**src/rtl/assoc2_pkg.sv**
```systemverilog
// Shared encodings for the two-key associative store: request opcodes and controller states.
package assoc2_pkg;

  typedef enum logic [1:0] {
    OP_READ   = 2'b00,
    OP_WRITE  = 2'b01,
    OP_EXISTS = 2'b10,
    OP_DELETE = 2'b11
  } op_e;

  typedef enum logic [1:0] {
    ST_IDLE = 2'b00,
    ST_SCAN = 2'b01,
    ST_RESP = 2'b10
  } state_e;

endpackage

```
**src/rtl/assoc2_entry_array.sv**
```systemverilog
// Key/value/valid storage: combinational indexed read, one write port that also sets valid, one valid-clear port.
// Zero-latency read; writes and clears land on the next posedge; no backpressure.
module assoc2_entry_array #(
  parameter int KEY1_W = 32,
  parameter int KEY2_W = 64,
  parameter int DATA_W = 32,
  parameter int DEPTH  = 8,
  parameter int IDX_W  = $clog2(DEPTH)
) (
  input  logic              clk,
  input  logic              rst,
  input  logic [IDX_W-1:0]  rd_idx,
  output logic              rd_valid,
  output logic [KEY1_W-1:0] rd_key1,
  output logic [KEY2_W-1:0] rd_key2,
  output logic [DATA_W-1:0] rd_data,
  input  logic              wr_en,
  input  logic [IDX_W-1:0]  wr_idx,
  input  logic [KEY1_W-1:0] wr_key1,
  input  logic [KEY2_W-1:0] wr_key2,
  input  logic [DATA_W-1:0] wr_data,
  input  logic              clr_en,
  input  logic [IDX_W-1:0]  clr_idx
);

  logic [DEPTH-1:0]  valid_q;
  logic [KEY1_W-1:0] key1_mem [DEPTH];
  logic [KEY2_W-1:0] key2_mem [DEPTH];
  logic [DATA_W-1:0] data_mem [DEPTH];

  assign rd_valid = valid_q[rd_idx];
  assign rd_key1  = key1_mem[rd_idx];
  assign rd_key2  = key2_mem[rd_idx];
  assign rd_data  = data_mem[rd_idx];

  always_ff @(posedge clk or posedge rst) begin
    if (rst) begin
      valid_q <= '0;
    end else begin
      if (wr_en)  valid_q[wr_idx]  <= 1'b1;
      if (clr_en) valid_q[clr_idx] <= 1'b0;
    end
  end

  // Payload is only meaningful where valid is set, so it carries no reset.
  always_ff @(posedge clk) begin
    if (wr_en) begin
      key1_mem[wr_idx] <= wr_key1;
      key2_mem[wr_idx] <= wr_key2;
      data_mem[wr_idx] <= wr_data;
    end
  end

endmodule

```
**src/rtl/assoc2_kv_store.sv**
```systemverilog
// Two-key associative store, linear scan of one entry per cycle; response strobe in the (DEPTH+1)th cycle after accept.
// req_ready only in IDLE (one request in flight); responses cannot be backpressured.
module assoc2_kv_store
  import assoc2_pkg::*;
#(
  parameter int KEY1_W = 32,
  parameter int KEY2_W = 64,
  parameter int DATA_W = 32,
  parameter int DEPTH  = 8
) (
  input  logic                       clk,
  input  logic                       rst,
  input  logic                       req_valid,
  output logic                       req_ready,
  input  logic [1:0]                 req_op,
  input  logic [KEY1_W-1:0]          req_key1,
  input  logic [KEY2_W-1:0]          req_key2,
  input  logic [DATA_W-1:0]          req_data,
  output logic                       rsp_valid,
  output logic                       rsp_hit,
  output logic                       rsp_err,
  output logic [DATA_W-1:0]          rsp_data,
  output logic [$clog2(DEPTH+1)-1:0] count
);

  localparam int IDX_W = $clog2(DEPTH);
  localparam int CNT_W = $clog2(DEPTH+1);

  state_e             state_q, state_nxt;
  op_e                op_q;
  logic [KEY1_W-1:0]  key1_q;
  logic [KEY2_W-1:0]  key2_q;
  logic [DATA_W-1:0]  wdata_q;
  logic [IDX_W-1:0]   idx_q;
  logic               hit_q, free_q;
  logic [IDX_W-1:0]   hit_idx_q, free_idx_q;
  logic [DATA_W-1:0]  rdata_q;
  logic               rsp_hit_q, rsp_err_q;
  logic [DATA_W-1:0]  rsp_data_q;
  logic [CNT_W-1:0]   count_q;

  logic              rd_valid;
  logic [KEY1_W-1:0] rd_key1;
  logic [KEY2_W-1:0] rd_key2;
  logic [DATA_W-1:0] rd_data;
  logic              wr_en, clr_en;
  logic [IDX_W-1:0]  wr_idx, clr_idx;
  logic              cnt_inc, cnt_dec, fin_err;

  // Scan results including the entry examined this cycle, used on the final scan cycle.
  logic              match, last, hit_fin, free_fin;
  logic [IDX_W-1:0]  hit_idx_fin, free_idx_fin;
  logic [DATA_W-1:0] rdata_fin;

  assign match        = rd_valid && (rd_key1 == key1_q) && (rd_key2 == key2_q);
  assign last         = (idx_q == IDX_W'(DEPTH-1));
  assign hit_fin      = hit_q || match;
  assign hit_idx_fin  = hit_q ? hit_idx_q : idx_q;
  assign rdata_fin    = hit_q ? rdata_q : rd_data;
  assign free_fin     = free_q || !rd_valid;
  assign free_idx_fin = free_q ? free_idx_q : idx_q;

  assoc2_entry_array #(
    .KEY1_W(KEY1_W), .KEY2_W(KEY2_W), .DATA_W(DATA_W), .DEPTH(DEPTH), .IDX_W(IDX_W)
  ) u_array (
    .clk     (clk),
    .rst     (rst),
    .rd_idx  (idx_q),
    .rd_valid(rd_valid),
    .rd_key1 (rd_key1),
    .rd_key2 (rd_key2),
    .rd_data (rd_data),
    .wr_en   (wr_en),
    .wr_idx  (wr_idx),
    .wr_key1 (key1_q),
    .wr_key2 (key2_q),
    .wr_data (wdata_q),
    .clr_en  (clr_en),
    .clr_idx (clr_idx)
  );

  always_ff @(posedge clk or posedge rst) begin
    if (rst) state_q <= ST_IDLE;
    else     state_q <= state_nxt;
  end

  always_comb begin
    state_nxt = state_q;
    req_ready = 1'b0;
    wr_en     = 1'b0;
    wr_idx    = '0;
    clr_en    = 1'b0;
    clr_idx   = '0;
    cnt_inc   = 1'b0;
    cnt_dec   = 1'b0;
    fin_err   = 1'b0;
    case (state_q)
      ST_IDLE: begin
        req_ready = 1'b1;
        if (req_valid) state_nxt = ST_SCAN;
      end
      ST_SCAN: begin
        if (last) begin
          state_nxt = ST_RESP;
          case (op_q)
            OP_WRITE: begin
              if (hit_fin) begin
                wr_en  = 1'b1;
                wr_idx = hit_idx_fin;
              end else if (free_fin) begin
                wr_en   = 1'b1;
                wr_idx  = free_idx_fin;
                cnt_inc = 1'b1;
              end else begin
                fin_err = 1'b1;
              end
            end
            OP_DELETE: begin
              if (hit_fin) begin
                clr_en  = 1'b1;
                clr_idx = hit_idx_fin;
                cnt_dec = 1'b1;
              end
            end
            default: ;
          endcase
        end
      end
      ST_RESP: state_nxt = ST_IDLE;
      default: state_nxt = ST_IDLE;
    endcase
  end

  always_ff @(posedge clk or posedge rst) begin
    if (rst) begin
      op_q       <= OP_READ;
      key1_q     <= '0;
      key2_q     <= '0;
      wdata_q    <= '0;
      idx_q      <= '0;
      hit_q      <= 1'b0;
      hit_idx_q  <= '0;
      free_q     <= 1'b0;
      free_idx_q <= '0;
      rdata_q    <= '0;
      rsp_hit_q  <= 1'b0;
      rsp_err_q  <= 1'b0;
      rsp_data_q <= '0;
      count_q    <= '0;
    end else begin
      case (state_q)
        ST_IDLE: begin
          if (req_valid) begin
            op_q    <= op_e'(req_op);
            key1_q  <= req_key1;
            key2_q  <= req_key2;
            wdata_q <= req_data;
            idx_q   <= '0;
            hit_q   <= 1'b0;
            free_q  <= 1'b0;
          end
        end
        ST_SCAN: begin
          idx_q <= idx_q + IDX_W'(1);
          if (match && !hit_q) begin
            hit_q     <= 1'b1;
            hit_idx_q <= idx_q;
            rdata_q   <= rd_data;
          end
          if (!rd_valid && !free_q) begin
            free_q     <= 1'b1;
            free_idx_q <= idx_q;
          end
          if (last) begin
            rsp_hit_q  <= hit_fin;
            rsp_err_q  <= fin_err;
            rsp_data_q <= (op_q == OP_READ && hit_fin) ? rdata_fin : '0;
            if (cnt_inc) count_q <= count_q + CNT_W'(1);
            if (cnt_dec) count_q <= count_q - CNT_W'(1);
          end
        end
        default: ;
      endcase
    end
  end

  assign rsp_valid = (state_q == ST_RESP);
  assign rsp_hit   = rsp_valid && rsp_hit_q;
  assign rsp_err   = rsp_valid && rsp_err_q;
  assign rsp_data  = rsp_valid ? rsp_data_q : '0;
  assign count     = count_q;

endmodule

```
**config.mk**
```make
export PLATFORM = sky130hd
export DESIGN_NAME = assoc2_kv_store
export DESIGN_NICKNAME = d
export VERILOG_FILES = /design/src/rtl/assoc2_pkg.sv /design/src/rtl/assoc2_entry_array.sv /design/src/rtl/assoc2_kv_store.sv
export SDC_FILE = /design/constraint.sdc
export NUM_CORES = 1
export LEC_CHECK = 0
export CELL_PAD_IN_SITES_DETAIL_PLACEMENT = 2
export CELL_PAD_IN_SITES_GLOBAL_PLACEMENT = 2
export CORE_UTILIZATION = 48
export DETAILED_ROUTE_END_ITERATION = 8
export PLACE_DENSITY_LB_ADDON = 0.1
export SETUP_SLACK_MARGIN = 0.15
export SYNTH_ARGS = -nofsm -noshare
export SYNTH_HDL_FRONTEND = slang
export SYNTH_SLANG_ARGS = --single-unit
```
**constraint.sdc**
```tcl
create_clock -name clk -period 16.3 [get_ports clk]
set_clock_uncertainty 0.05 [all_clocks]
set_input_delay 3.26 -clock clk [delete_from_list [all_inputs] [get_ports clk]]
set_output_delay 3.26 -clock clk [all_outputs]
set_load 0.05 [all_outputs]
```
# Word-level counts from Yosys, hierarchy flattened

Memory sizes are Yosys's and may differ from the RTL's.
Index checks and enable logic that the tools add are counted.
Widths: inputs -> output; s select.

Output and inout port bits: 40
RAM bits: 1024
Bits of input ports: 133
Flip-flop bits (word level): 221
Memories kept: 3
Logic and storage cells: 121

Magnitude comparators: 5
Bitwise gates (word level): 3
Reduce and logical (&&, ||, !) cells: 27
Eq/ne operators: 11
$add $sub $neg: 3
Multiplexer cells: 53

Memory list:

| memory           | depth | width | rd ports | clocked after Yosys merged registers in | wr ports | RTL line                 | source |
|---|---|---|---|---|---|---|---|
| u_array.key2_mem | 8     | 64    | 1        | 0                                       | 1        | assoc2_entry_array.sv:28 | `logic [KEY2_W-1:0] key2_mem [DEPTH];` |
| u_array.data_mem | 8     | 32    | 1        | 0                                       | 1        | assoc2_entry_array.sv:29 | `logic [DATA_W-1:0] data_mem [DEPTH];` |
| u_array.key1_mem | 8     | 32    | 1        | 0                                       | 1        | assoc2_entry_array.sv:27 | `logic [KEY1_W-1:0] key1_mem [DEPTH];` |

Operator list:

| kind                | count |
|---|---|
| $mux 32             | 3 |
| $eq 64x64->1        | 1 |
| $mux 3              | 12 |
| $eq 32x32->1        | 1 |
| $mux 1              | 25 |
| $mux 8              | 2 |
| $lt 3x4->1 const B  | 3 |
| $reduce_and 2->1    | 6 |
| $logic_and 1x1->1   | 9 |
| $reduce_and 3->1    | 3 |
| $and 8x8->8         | 1 |
| $mux 4              | 2 |
| $ne 2x2->1 const B  | 4 |
| $not 8->8           | 1 |
| $or 8x8->8          | 1 |
| $demux 1 s3         | 2 |
| $ge 3x1->1 const B  | 2 |
| $pmux 3 s2          | 1 |
| $add 4x1->4 const B | 1 |
| $eq 2x1->1 const B  | 2 |
| $eq 2x2->1 const B  | 2 |
| $logic_not 2->1     | 2 |
| $mux 2              | 2 |
| $pmux 1 s2          | 2 |
| 8 further kinds     | 12 |

# Logic depth before layout (Yosys ltp)

Word-level depth: 17
Depth in mapped cells: 20
Gate-level depth less buffers: 13

# Cells and area by module

Synthesis repeated with hierarchy kept, for this count alone.

Cells, all modules: 2575
Area, all modules: 49442.4 sq um

By module, submodules not included:

| module             | sequential area each (sq um) | times used | cells each | area an instance (sq um) |
|---|---|---|---|---|
| assoc2_entry_array | 30949.7                      | 1          | 1513       | 39302.7 |
| assoc2_kv_store    | 5330.1                       | 1          | 1062       | 10139.7 |

# Worst setup path before layout

No wires, ideal clock.

Path type: flip-flop to flip-flop
From: register idx_q[0]
To: memory u_array.data_mem[6][0], enable pin
Buffers on the path: 2
Data arrival time: 11.860 ns
Slack: 3.615 ns
Data required time: 15.476 ns
Setup time: 0.774 ns
Period minus slack after synthesis: 12.685 ns
Cell stages (with the launch flop): 13
Path through: dfrtp_1 buf_6 buf_6 mux4_2 mux2i_1 o22ai_1 or4_1 or4b_1 nor4_1 nand4_1 mux2i_1 a21o_1 nor3_1

Cells in the longest elaborated chain, start to end: 11
Elaborated cells between the ends (all ways): 26
Classes of those cells: eq/ne: 3; mux: 16; reduce/logical: 5; memory: 2

RTL lines:

| item                                                         | RTL line                                        | source |
|---|---|---|
| start, declared                                              | assoc2_kv_store.sv:34                           | `logic [IDX_W-1:0] idx_q;` |
| start signal, assigned                                       | assoc2_kv_store.sv:164                          | `idx_q <= idx_q + IDX_W'(1);` |
| $mem_v2 8x32 / $bmux 1 s3 (equally long branches)            | --                                              |  |
| $eq 32x32->1 / $mux 1 (equally long branches)                | assoc2_kv_store.sv:55, assoc2_entry_array.sv:31 |  |
| $logic_and 1x1->1 / $logic_not 1->1 (equally long branches)  | assoc2_kv_store.sv:55, assoc2_kv_store.sv:60    |  |
| $logic_and 1x1->1 / $logic_or 1x1->1 (equally long branches) | assoc2_kv_store.sv:55, assoc2_kv_store.sv:60    |  |
| $logic_or 1x1->1 / $mux 1 (equally long branches)            | assoc2_kv_store.sv:57, assoc2_kv_store.sv:110   |  |
| $mux 1                                                       | assoc2_kv_store.sv:107                          | `if (hit_fin) begin` |
| $mux 1                                                       | assoc2_kv_store.sv:105                          | `case (op_q)` |
| $mux 1                                                       | assoc2_kv_store.sv:103                          | `if (last) begin` |
| $mux 1                                                       | assoc2_kv_store.sv:97                           | `case (state_q)` |
| $mux 1                                                       | assoc2_entry_array.sv:47                        | `if (wr_en) begin` |
| $mux 1 (not written as such)                                 | assoc2_entry_array.sv:50                        | `data_mem[wr_idx] <= wr_data;` |
| end, declared                                                | assoc2_entry_array.sv:29                        |  |

Several ways; a longest one is shown, not always the timed one. The select of a mux whose other input is x is not followed.

# Final worst setup path

From: register idx_q[0]
To: memory u_array.key2_mem[0][8], enable pin

Cells in the longest elaborated chain, start to end: 11
Elaborated cells between the ends (all ways): 26
Classes of those cells: eq/ne: 3; mux: 16; reduce/logical: 5; memory: 2

RTL lines:

| item                                                         | RTL line                                        | source |
|---|---|---|
| $mem_v2 8x32 / $bmux 1 s3 (equally long branches)            | --                                              |  |
| $eq 32x32->1 / $mux 1 (equally long branches)                | assoc2_kv_store.sv:55, assoc2_entry_array.sv:31 |  |
| $logic_and 1x1->1 / $logic_not 1->1 (equally long branches)  | assoc2_kv_store.sv:55, assoc2_kv_store.sv:60    |  |
| $logic_and 1x1->1 / $logic_or 1x1->1 (equally long branches) | assoc2_kv_store.sv:55, assoc2_kv_store.sv:60    |  |
| $logic_or 1x1->1 / $mux 1 (equally long branches)            | assoc2_kv_store.sv:57, assoc2_kv_store.sv:110   |  |
| $mux 1                                                       | assoc2_kv_store.sv:107                          |  |
| $mux 1                                                       | assoc2_kv_store.sv:105                          |  |
| $mux 1                                                       | assoc2_kv_store.sv:103                          |  |
| $mux 1                                                       | assoc2_kv_store.sv:97                           |  |
| $mux 1                                                       | assoc2_entry_array.sv:47                        |  |
| $mux 1 (not written as such)                                 | assoc2_entry_array.sv:49                        | `key2_mem[wr_idx] <= wr_key2;` |
| end, declared                                                | assoc2_entry_array.sv:28                        |  |

Several ways; a longest one is shown, not always the timed one. The select of a mux whose other input is x is not followed.

==> flow_summary.yaml <==
power:
  power.switching_mw: 3.44
  power_mw: 10.4
  clkPwrFrac_pct: 28.3
  p_leak_nw: 19.6
  power.density_nw_per_um2: 182
  irDropWorstVdd_mv: 0.123
  seqPwrFrac_pct: 45.6
  p_int_mw: 6.91
  comb_power_share_pct: 26.2
  swShare_pct: 33.2
yosys:
  syn_nets: 2730
  synth_edf_count: 1024
  synth_top_flop_cell: "edfxtp_1"
  ys_warn_count: 0
  async_flop_share_pct: 17.8
  ys_ff_latch: 1245
  syn-instance-count: 2592
  ys_types: 82
  ys_seq_area_share_pct: 73.1
  syn-mean-instance-area_um2: 19.2
  synth_area_um2: 49600
place:
  io_buffer_count: 172
  placed_cells: 4051
  post-dp-hpwl_mm: 81.5
  globalplace.congestion: 0.810
  dp_slack_ns: 6.61
detailed_routing:
  ant_nets: 0
  routed_via_density: 6.06
  routed_wl_mm: 137
  routedWlPerCell_um: 32.0
  drcViolationCount: 0
  drtIter0Drc: 1863
  num_vias: 26000
  drtPass1Iterations: 6
clock_tree:
  clk_latency_ns: 0.75
  cts_max_path_buffers: 3
  clk_pin_slew_ns: 0.06
  numClockSinks: 1245
  postCtsSetupRepairBufs: 0
  cts_buffers: 134
  cts_resized: 0
  cts_tree: "done"
  clockRootBuffer: "clkbuf_16"
  ctsHoldBuffers: 0
  htreeDepth: 4
sta:
  finalSetupTns_ns: 0
  setup_viol_count_final: 0
  period_needed_ns: 9.57
  finalWorstSetupSlack_ns: 6.73
  period_share_pct: 58.7
  fmax_mhz: 104
  rsz0062_at_grt: "false"
  max_slew.worst_pin.slew_ns: 1.30
  hold_violations: 0
  slew_headroom_pct: 13.4
  maxSlewViolCount: 0
final_layout:
  nNetsFinal: 2957
  final_common_cell: "edfxtp_1"
  syn_to_final_growth_pct: 14.7
  final_layout_size_suffix_gt1_share_pct: 22.4
  stdcell_count: 4298
  layout_common_cells: "1024 x edfxtp_1, 219 x mux2_2, 218 x dfrtp_1, 192 x mux2i_1, 180 x mux4_2"
floorplan:
  core_um2: 102000
  num_rows: 117
  die_area_um2: 105000
  initial_utilization_pct: 48.6
  die_h_um: 324
  die_w_um: 324
  io_pins: 173
grt:
  grt-ovfl-total: 0
  antenna_found_initial: 5
  grt_usage_pct: 26.9
  grt_pass1_wl_mm: 201
  grt_pass1_vias: 29700
  grt_max_degree: 137
worst_setup_path:
  slowest_stage: "and3b_4"
  crit_buf_inv: 4
  cp_num_cells: 14
  worstPathMaxFanout: 98
  endpoint: "u_array.key2_mem[0][8]$_DFFE_PP_"
  r2r_end: "u_array.key2_mem[0][8]$_DFFE_PP_"
  path_delay_family: "simple AND/OR/NAND/NOR gates"
  critPathKind: "register to register"
  r2r_cells: 14
  r2r_setup_slack_ns: 6.73
  path_cells: "buf_12, buf_4, mux4_2, mux2i_1, xnor2_1, nor3_1, nand4_1, nor4_1, nand4_2, and3_4, o31ai_4, and3b_4, buf_4, buf_4"
  r2r-start: "idx_q[0]$_DFFE_PP0P_"
  endpoint_kind: "register"
  cpPeakStageDelay_ns: 0.99
  cp-start-kind: "register"
  worstSetupStartpoint: "idx_q[0]$_DFFE_PP0P_"
  cpMostUsedCell: "buf_4"
  cp.arrival_ns: 9.88
  crit_required_ns: 16.61
run:
  drv_cap: 0
outcome:
  status: "complete, no violations"
hold_path:
  hold_class: "register to register"
worst register-to-register path, cell delays in order, from the launching register on:
cell and delay [ns]:
dfrtp_4 0.85, buf_12 0.64, buf_4 1.03, mux4_2 0.75, mux2i_1 0.22, xnor2_1 0.15, nor3_1 0.23, nand4_1 0.18
nor4_1 0.96, nand4_2 0.56, and3_4 0.40, o31ai_4 0.52, and3b_4 0.99, buf_4 0.94, buf_4 0.70
worst min-delay path by stage:
stage	startpoint	end	slack (ns)	depth (start not counted)
after floorplan	rsp_err_q$_DFFE_PP0P_	rsp_err_q$_DFFE_PP0P_	0.38	2
after global placement	rsp_data_q[11]$_DFFE_PP0P_	rsp_data_q[11]$_DFFE_PP0P_	0.41	2
after detailed placement	rsp_data_q[10]$_DFFE_PP0P_	rsp_data_q[10]$_DFFE_PP0P_	0.42	2
after CTS	rsp_data_q[10]$_DFFE_PP0P_	rsp_data_q[10]$_DFFE_PP0P_	0.44	2
after global routing	rsp_data_q[4]$_DFFE_PP0P_	rsp_data_q[4]$_DFFE_PP0P_	0.47	2
final	rsp_data_q[7]$_DFFE_PP0P_	rsp_data_q[7]$_DFFE_PP0P_	0.43	2
Yosys cell counts (11+ instances only):
library cell / count / area share [%]
clkbuf_1: 48 / 0.36
nand4_1: 19 / 0.24
buf_4: 12 / 0.18
dfrtp_1: 221 / 11
nor2b_1: 32 / 0.40
a22oi_1: 28 / 0.42
o22ai_1: 16 / 0.20
edfxtp_1: 1024 / 62
nor3_1: 33 / 0.33
buf_6: 24 / 0.54
nor4_1: 36 / 0.45
mux4_2: 180 / 8.2
a22o_1: 26 / 0.46
buf_2: 26 / 0.26
o31a_1: 15 / 0.26
o21ai_0: 53 / 0.53
mux2_2: 219 / 5.0
nor2_1: 46 / 0.35
mux2i_1: 192 / 3.9
nand2_1: 62 / 0.47
inv_1: 11 / 0.083
a211oi_1: 26 / 0.39
and2_1: 43 / 0.54
xnor2_1: 38 / 0.67
power groups by stage:
stage	sequential, mW	combinational [mW]	clock [mW]
6_report	4.72	2.71	2.92
5_1_grt	4.78	2.89	3.09
2_1_floorplan	4.42	1.96	0
3_5_place_dp	4.79	2.70	0
3_3_place_gp	4.70	2.57	0
4_1_cts	4.73	2.73	2.99
area by class of cell:
cell class,count,area [um^2]
diodes,1,2.50
multi-input cells,1213,12600
clock buffers,186,3730
repair buffers,213,2090
well taps,1368,1710
fillers,8696,45200
inverters,12,53.8
flip-flops and latches,1245,36300
clock inverters,60,450
state kept, by name, summed over array words and instances, names as in the netlist, 3 cells and up:
signal	flops
key2_q	64
count	4
u_array.valid_q	8
u_array.key1_mem	256
rdata_q	32
u_array.key2_mem	512
key1_q	32
idx_q	3
free_idx_q	3
hit_idx_q	3
wdata_q	32
u_array.data_mem	256
rsp_data_q	32
stage by stage:
stage	instance area (um^2)	hold WS, ns	utilization [%]
2_1_floorplan	49600	0.385	-
3_3_place_gp	52800	0.414	51.6
3_5_place_dp	52800	0.420	51.6
4_1_cts	56900	0.439	55.7
5_1_grt	56900	0.466	55.7
6_report	56900	0.431	55.7
cell families (layout without fill, tap and decap cells):
kind of cell | after synthesis | count (layout) | synth area share (%)
adders and majority gates | 5 | 5 | 0.141
DFF | 1245 | 1245 | 73.1
and+or+nand+nor | 334 | 334 | 3.83
muxes | 597 | 597 | 17.1
AOI/OAI and AO/OA | 230 | 230 | 3.38
other | 0 | 1 | 0
xor gates and xnor gates | 47 | 47 | 0.829
buffers and inverters | 134 | 471 | 1.61
metal layers:
metal / share of wire, % / global-route usage, % / routed length [um]
met1: 41 / 34.3 / 56100
met2: 52 / 46.4 / 70800
met3: 4.8 / 4.44 / 6560
met4: 2.8 / 9.45 / 3850
met5: 0.024 / 0 / 33
Note: power is estimated with default switching activity, not from simulation.
